--- src/rtl/cond_branch_ex_mem_unit_if.sv ---
// rtl/cond_branch_ex_mem_unit_if.sv - branch-condition and EX/MEM staging signal bundle
// Optional flush input present only when EX_MEM_FLUSH_EN is defined.
interface cond_branch_ex_mem_unit_if;
  logic [3:0]  cc_in;
  logic [3:0]  instr_condition;
  logic        b_instr;
  logic        asserted;
  logic        choose_ta_r_nop;

  logic [31:0] mux_out_3_C;
  logic [31:0] A_O;
  logic [3:0]  EX_Bit15_12;
  logic [3:0]  cc_main_alu_out;
  logic        EX_load_instr;
  logic        EX_RF_Enable;
  logic        EX_mem_read_write;
  logic        EX_mem_size;
`ifdef EX_MEM_FLUSH_EN
  logic        flush;
`endif

  logic [31:0] MEM_A_O;
  logic [31:0] MEM_MUX3;
  logic [3:0]  MEM_Bit15_12;
  logic [3:0]  MEM_cc;
  logic        MEM_load_instr;
  logic        MEM_RF_Enable;
  logic        MEM_mem_read_write;
  logic        MEM_mem_size;

  modport master (
    output cc_in, instr_condition, b_instr,
    output mux_out_3_C, A_O, EX_Bit15_12, cc_main_alu_out,
    output EX_load_instr, EX_RF_Enable, EX_mem_read_write, EX_mem_size,
`ifdef EX_MEM_FLUSH_EN
    output flush,
`endif
    input  asserted, choose_ta_r_nop,
    input  MEM_A_O, MEM_MUX3, MEM_Bit15_12, MEM_cc,
    input  MEM_load_instr, MEM_RF_Enable, MEM_mem_read_write, MEM_mem_size
  );

  modport slave (
    input  cc_in, instr_condition, b_instr,
    input  mux_out_3_C, A_O, EX_Bit15_12, cc_main_alu_out,
    input  EX_load_instr, EX_RF_Enable, EX_mem_read_write, EX_mem_size,
`ifdef EX_MEM_FLUSH_EN
    input  flush,
`endif
    output asserted, choose_ta_r_nop,
    output MEM_A_O, MEM_MUX3, MEM_Bit15_12, MEM_cc,
    output MEM_load_instr, MEM_RF_Enable, MEM_mem_read_write, MEM_mem_size
  );
endinterface

--- src/rtl/cond_branch_ex_mem_unit.sv ---
// rtl/cond_branch_ex_mem_unit.sv - ARM condition evaluation, branch select and EX/MEM pipeline register
// Define EX_MEM_FLUSH_EN to add a flush input that bubbles the MEM-stage control bits.
module cond_branch_ex_mem_unit (
  input logic                      clk,
  input logic                      Reset,
  cond_branch_ex_mem_unit_if.slave bus
);

  logic flag_n, flag_z, flag_c, flag_v;
  logic cond_true;

  assign flag_n = bus.cc_in[3];
  assign flag_z = bus.cc_in[2];
  assign flag_c = bus.cc_in[1];
  assign flag_v = bus.cc_in[0];

  always_comb begin
    cond_true = 1'b0;
    unique case (bus.instr_condition)
      4'b0000: cond_true = flag_z;
      4'b0001: cond_true = !flag_z;
      4'b0010: cond_true = flag_c;
      4'b0011: cond_true = !flag_c;
      4'b0100: cond_true = flag_n;
      4'b0101: cond_true = !flag_n;
      4'b0110: cond_true = flag_v;
      4'b0111: cond_true = !flag_v;
      4'b1000: cond_true = flag_c && !flag_z;
      4'b1001: cond_true = !flag_c || flag_z;
      4'b1010: cond_true = (flag_n == flag_v);
      4'b1011: cond_true = (flag_n != flag_v);
      4'b1100: cond_true = !flag_z && (flag_n == flag_v);
      4'b1101: cond_true = flag_z || (flag_n != flag_v);
      4'b1110: cond_true = 1'b1;
      4'b1111: cond_true = 1'b0;
      default: cond_true = 1'b0;
    endcase
  end

  // Only a branch redirects the PC; a failed-condition branch falls through.
  assign bus.asserted        = cond_true;
  assign bus.choose_ta_r_nop = cond_true & bus.b_instr;

  logic [31:0] mem_a_o_q, mem_mux3_q;
  logic [3:0]  mem_bit15_12_q, mem_cc_q;
  logic        mem_load_q, mem_rf_en_q, mem_rw_q, mem_size_q;
  logic        bubble;

`ifdef EX_MEM_FLUSH_EN
  assign bubble = bus.flush;
`else
  assign bubble = 1'b0;
`endif

  // No stall path: the register captures every cycle; data still loads during a bubble.
  always_ff @(posedge clk) begin
    if (Reset) begin
      mem_a_o_q      <= 32'd0;
      mem_mux3_q     <= 32'd0;
      mem_bit15_12_q <= 4'd0;
      mem_cc_q       <= 4'd0;
      mem_load_q     <= 1'b0;
      mem_rf_en_q    <= 1'b0;
      mem_rw_q       <= 1'b0;
      mem_size_q     <= 1'b0;
    end else begin
      mem_a_o_q      <= bus.A_O;
      mem_mux3_q     <= bus.mux_out_3_C;
      mem_bit15_12_q <= bus.EX_Bit15_12;
      mem_cc_q       <= bus.cc_main_alu_out;
      mem_load_q     <= bus.EX_load_instr & ~bubble;
      mem_rf_en_q    <= bus.EX_RF_Enable & ~bubble;
      mem_rw_q       <= bus.EX_mem_read_write & ~bubble;
      mem_size_q     <= bus.EX_mem_size;
    end
  end

  assign bus.MEM_A_O            = mem_a_o_q;
  assign bus.MEM_MUX3           = mem_mux3_q;
  assign bus.MEM_Bit15_12       = mem_bit15_12_q;
  assign bus.MEM_cc             = mem_cc_q;
  assign bus.MEM_load_instr     = mem_load_q;
  assign bus.MEM_RF_Enable      = mem_rf_en_q;
  assign bus.MEM_mem_read_write = mem_rw_q;
  assign bus.MEM_mem_size       = mem_size_q;

endmodule

--- src/flat_wrapper.sv ---
// flat-port wrapper written by rule: the top's interface ports become plain ports
module cond_branch_ex_mem_unit_flat 
  (clk, Reset, bus_cc_in, bus_instr_condition, bus_b_instr, bus_mux_out_3_C, bus_A_O, bus_EX_Bit15_12, bus_cc_main_alu_out, bus_EX_load_instr, bus_EX_RF_Enable, bus_EX_mem_read_write, bus_EX_mem_size, bus_asserted, bus_choose_ta_r_nop, bus_MEM_A_O, bus_MEM_MUX3, bus_MEM_Bit15_12, bus_MEM_cc, bus_MEM_load_instr, bus_MEM_RF_Enable, bus_MEM_mem_read_write, bus_MEM_mem_size);
  cond_branch_ex_mem_unit_if bus_i ();
  input logic clk;
  input logic Reset;
  input wire logic [$bits(bus_i.cc_in)-1:0] bus_cc_in;
  input wire logic [$bits(bus_i.instr_condition)-1:0] bus_instr_condition;
  input wire logic [$bits(bus_i.b_instr)-1:0] bus_b_instr;
  input wire logic [$bits(bus_i.mux_out_3_C)-1:0] bus_mux_out_3_C;
  input wire logic [$bits(bus_i.A_O)-1:0] bus_A_O;
  input wire logic [$bits(bus_i.EX_Bit15_12)-1:0] bus_EX_Bit15_12;
  input wire logic [$bits(bus_i.cc_main_alu_out)-1:0] bus_cc_main_alu_out;
  input wire logic [$bits(bus_i.EX_load_instr)-1:0] bus_EX_load_instr;
  input wire logic [$bits(bus_i.EX_RF_Enable)-1:0] bus_EX_RF_Enable;
  input wire logic [$bits(bus_i.EX_mem_read_write)-1:0] bus_EX_mem_read_write;
  input wire logic [$bits(bus_i.EX_mem_size)-1:0] bus_EX_mem_size;
  output wire logic [$bits(bus_i.asserted)-1:0] bus_asserted;
  output wire logic [$bits(bus_i.choose_ta_r_nop)-1:0] bus_choose_ta_r_nop;
  output wire logic [$bits(bus_i.MEM_A_O)-1:0] bus_MEM_A_O;
  output wire logic [$bits(bus_i.MEM_MUX3)-1:0] bus_MEM_MUX3;
  output wire logic [$bits(bus_i.MEM_Bit15_12)-1:0] bus_MEM_Bit15_12;
  output wire logic [$bits(bus_i.MEM_cc)-1:0] bus_MEM_cc;
  output wire logic [$bits(bus_i.MEM_load_instr)-1:0] bus_MEM_load_instr;
  output wire logic [$bits(bus_i.MEM_RF_Enable)-1:0] bus_MEM_RF_Enable;
  output wire logic [$bits(bus_i.MEM_mem_read_write)-1:0] bus_MEM_mem_read_write;
  output wire logic [$bits(bus_i.MEM_mem_size)-1:0] bus_MEM_mem_size;
  assign bus_i.cc_in = bus_cc_in;
  assign bus_i.instr_condition = bus_instr_condition;
  assign bus_i.b_instr = bus_b_instr;
  assign bus_i.mux_out_3_C = bus_mux_out_3_C;
  assign bus_i.A_O = bus_A_O;
  assign bus_i.EX_Bit15_12 = bus_EX_Bit15_12;
  assign bus_i.cc_main_alu_out = bus_cc_main_alu_out;
  assign bus_i.EX_load_instr = bus_EX_load_instr;
  assign bus_i.EX_RF_Enable = bus_EX_RF_Enable;
  assign bus_i.EX_mem_read_write = bus_EX_mem_read_write;
  assign bus_i.EX_mem_size = bus_EX_mem_size;
  assign bus_asserted = bus_i.asserted;
  assign bus_choose_ta_r_nop = bus_i.choose_ta_r_nop;
  assign bus_MEM_A_O = bus_i.MEM_A_O;
  assign bus_MEM_MUX3 = bus_i.MEM_MUX3;
  assign bus_MEM_Bit15_12 = bus_i.MEM_Bit15_12;
  assign bus_MEM_cc = bus_i.MEM_cc;
  assign bus_MEM_load_instr = bus_i.MEM_load_instr;
  assign bus_MEM_RF_Enable = bus_i.MEM_RF_Enable;
  assign bus_MEM_mem_read_write = bus_i.MEM_mem_read_write;
  assign bus_MEM_mem_size = bus_i.MEM_mem_size;
  cond_branch_ex_mem_unit u_core (.clk(clk), .Reset(Reset), .bus(bus_i));
endmodule
--- config.mk ---
export PLATFORM = sky130hd
export DESIGN_NAME = cond_branch_ex_mem_unit_flat
export DESIGN_NICKNAME = d
export VERILOG_FILES = /design/src/rtl/cond_branch_ex_mem_unit_if.sv /design/src/rtl/cond_branch_ex_mem_unit.sv /design/src/flat_wrapper.sv
export SDC_FILE = /design/constraint.sdc
export NUM_CORES = 1
export LEC_CHECK = 0
export ABC_AREA = 1
export BUFFER_PORTS_ARGS = -buffer_cell sky130_fd_sc_hd__buf_4
export CAP_MARGIN = 10
export CORE_MARGIN = 3
export CORE_UTILIZATION = 43
export CTS_CLUSTER_SIZE = 14
export DETAILED_ROUTE_END_ITERATION = 10
export PLACE_DENSITY = 0.85
export SETUP_SLACK_MARGIN = 0.2
export SYNTH_ARGS = -nofsm -noshare
export SYNTH_HDL_FRONTEND = slang
export SYNTH_SLANG_ARGS = --single-unit
--- constraint.sdc ---
create_clock -name clk -period 1.3 [get_ports clk]
set_input_delay 0.13 -clock clk [delete_from_list [all_inputs] [get_ports clk]]
set_output_delay 0.13 -clock clk [all_outputs]
set_load 0.02 [all_outputs]
==> flow_metrics.tcl <==
set metrics [dict create \
    run_status "finished with violations" \
    violations "negative setup slack" \
    rsz0062_at_grt "yes" \
    power.density_nw_per_um2 1150 \
    setup.worst_path.end_class "output port" \
    die_y_um 80.1 \
    hold_violations 0 \
    grt_first_pass_wirelength_um 14500 \
    count_of_standard_cell_rows 26 \
    worst_ep_required_time_ns 1.17 \
    place.detailed.instances 517 \
    globalRouteTotalUtil 0.310 \
    synthesized_instance_count 287 \
    worst_hold_startpoint "bus_A_O[22]" \
    nFillCells 224 \
    whs_ns 0.00304 \
    final.min_clock_period_ns 1.31 \
    finish.net_count 614 \
    cell_internal_pwr_mw 3.90 \
    layout_setup_ws_ns -0.0147 \
    insertedDiodeCount 0 \
    commonest_cells_after_routing_fill_and_taps_aside "160 x sky130_fd_sc_hd__buf_4, 80 x sky130_fd_sc_hd__inv_1, 77 x sky130_fd_sc_hd__nor2_1, 76 x sky130_fd_sc_hd__dfxtp_1, 69 x sky130_fd_sc_hd__dlygate4sd3_1" \
    final-max-slew-violation-count 0 \
    switching_share 0.276 \
    synth_fp_nets 374 \
    power_leakage_nw 2.59 \
    ctsRootBufferMaster "sky130_fd_sc_hd__clkbuf_8" \
    cts.clk_slew.worst_paths_ns 0.08 \
    maxCapViolations 0 \
    finalWeightedCongestion 0.774 \
    floorplan.die_area_um2 6410 \
    dpl.hpwl_um 5370 \
    timing.critical_path.fanout_max 4 \
    vias_per_cell 4.53 \
    fp.dieW_um 80.1 \
    wl_per_cell_um 16.7 \
    worst-slew-pin-transition_ns 0.337 \
    wl_um 10100 \
    antenna_violating_nets_left 0 \
    cts_inserted_buffers 9 \
    finalNonFillerCells 602 \
    final.period_utilization 1.01 \
    relSlewSlack 0.775 \
    worst_ir_drop_vdd_mv 0.858 \
    synth-seq-area-share 0.645 \
    syn_avg_cell_area_um2 8.22 \
    cp_data_arrival_time_ns 1.18 \
    postCtsSetupRepairBufs 0 \
    boundaryPins 165 \
    layout-drive-gt1-share 0.389 \
    largest_net_degree_at_the_start_of_global_routing 30 \
    synth_warnings 0 \
    count_of_distinct_cell_types_in_the_synthesized_netlist 15 \
    post_synth_instance_area_um2 2360 \
    placement.cell_area_um2 3700 \
    effective_utilization_at_floorplan 0.453 \
    layout_commonest_cell "sky130_fd_sc_hd__buf_4" \
    area_growth_syn_to_fin_pct 98.5 \
    drtIter0Drc 152 \
    synth_seq_cells 76 \
    first_global_vias 2844 \
    initial_antenna_violation_count 0 \
    power.switching_mw 1.49 \
    crit_start "bus_cc_in[3]" \
    design.core.area_um2 5200 \
    achievable-frequency_ghz 0.761 \
    drc 0 \
    comb_power_share 0.201 \
    power.clock.fraction 0.336 \
    critical_path_class "primary input to output port" \
    clock_tree_from_tritoncts "done" \
    clock_tree.htree_level_count 3 \
    cts-root-to-sink-buffers 2 \
    sequential_cell_area_um2 1520 \
    clock_sinks 76 \
    layout.cell_area.non_filler_um2 4680 \
    multi_input_area_um2 541 \
    route.vias.total 2730 \
    first_pass_iters 4 \
    fin_tns_setup_ns -0.0147 \
    setup_viol 1 \
    globalRouteOverflowTotal 0 \
    hp-class "primary input to flip-flop" \
    port_buffers 164 \
    sequentialPowerShare 0.463 \
    critPathLaunchType "primary input" \
]
==> Yosys cell counts <==
cell type	instances	area, µm²
sky130_fd_sc_hd__nor2_2	3	18.8
sky130_fd_sc_hd__o211ai_1	1	7.51
sky130_fd_sc_hd__o21ai_0	2	10.0
sky130_fd_sc_hd__nor3b_2	1	12.5
sky130_fd_sc_hd__nand2_2	3	18.8
sky130_fd_sc_hd__buf_2	1	5.00
sky130_fd_sc_hd__nand3_1	8	40.0
sky130_fd_sc_hd__a211oi_1	1	7.51
sky130_fd_sc_hd__nor2_1	78	293
sky130_fd_sc_hd__dfxtp_1	76	1520
sky130_fd_sc_hd__inv_2	1	3.75
sky130_fd_sc_hd__clkbuf_1	3	11.3
sky130_fd_sc_hd__buf_1	4	15.0
sky130_fd_sc_hd__inv_1	85	319
sky130_fd_sc_hd__nand2_1	20	75.1
==> power by group through the flow <==
stage / Clock [mW] / Sequential [mW] / Combinational [mW]
3_3_place_gp: 0 / 2.54 / 0.798
3_5_place_dp: 0 / 2.54 / 0.821
6_report: 1.81 / 2.50 / 1.08
2_1_floorplan: 0 / 2.70 / 0.185
4_1_cts: 1.79 / 2.49 / 1.01
5_1_grt: 1.91 / 2.51 / 1.14
==> through the flow <==
| stage | total power, mW | util | setup slack (ns) |
|---|---|---|---|
| final | 5.39 | 0.899 | -0.0147 |
| after global routing | 5.56 | 0.899 | -0.0822 |
| after CTS | 5.29 | 0.888 | 0.0498 |
| after detailed placement | 3.36 | 0.711 | -0.0243 |
| after global placement | 3.33 | 0.711 | 0.0499 |
| after floorplan | 2.88 | - | 0.253 |
==> per-layer routing <==
| metal | wire [µm] | global-route usage |
|---|---|---|
| met1 | 3280 | 0.289 |
| met2 | 5260 | 0.579 |
| met3 | 1030 | 0.0998 |
| met4 | 504 | 0.182 |
| met5 | 0 | 0 |
==> worst max-delay path, cell delays in order <==
cell	delay, ns
sky130_fd_sc_hd__buf_4	0.13
sky130_fd_sc_hd__inv_4	0.07
sky130_fd_sc_hd__nand2_2	0.06
sky130_fd_sc_hd__nand2_2	0.06
sky130_fd_sc_hd__nand3_1	0.06
sky130_fd_sc_hd__nand2_1	0.08
sky130_fd_sc_hd__nand2_1	0.06
sky130_fd_sc_hd__nand3_1	0.08
sky130_fd_sc_hd__nand2_1	0.06
sky130_fd_sc_hd__nand2_1	0.07
sky130_fd_sc_hd__nand2_2	0.08
sky130_fd_sc_hd__nor2_2	0.10
sky130_fd_sc_hd__buf_6	0.12
==> cells by family (layout without fill, tap and decap cells) <==
group                  after synthesis  after routing  synth area share
buffers and inverters               94            339             0.150
flip-flops                          76             76             0.645
AO/OA/AOI/OAI                        4              4            0.0106
AND/OR/NAND/NOR                    113            113             0.194
==> repair_timing <==
action,CTS,global route
resized for setup,12,21
hold buffers,69,0
pin swaps,3,5
endpoints found under the hold margin,69,0
setup endpoints to repair,2,2
==> final timing paths <==
kind,endpoint,slack (ns),cells after the start
min,u_core.bus.MEM_A_O[22],0.003,3
max,bus_choose_ta_r_nop,-0.01,13
==> registers in the layout (all words and copies together) (netlist names) <==
name,count
u_core.bus.MEM_Bit15_12,4
u_core.bus.MEM_mem_read_write,1
u_core.bus.MEM_cc,4
u_core.bus.MEM_load_instr,1
u_core.bus.MEM_MUX3,32
u_core.bus.MEM_mem_size,1
u_core.bus.MEM_A_O,32
u_core.bus.MEM_RF_Enable,1
==> final cells by class <==
type                            count  share of cell area
Multi-Input combinational cell    117               0.115
Inverter                           86              0.0706
Clock inverter                      6              0.0139
Tap cell                           70              0.0187
Timing Repair Buffer              237               0.429
Sequential cell                    76               0.325
Clock buffer                       10              0.0273
No activity file was read; power rests on OpenSTA's default activity.
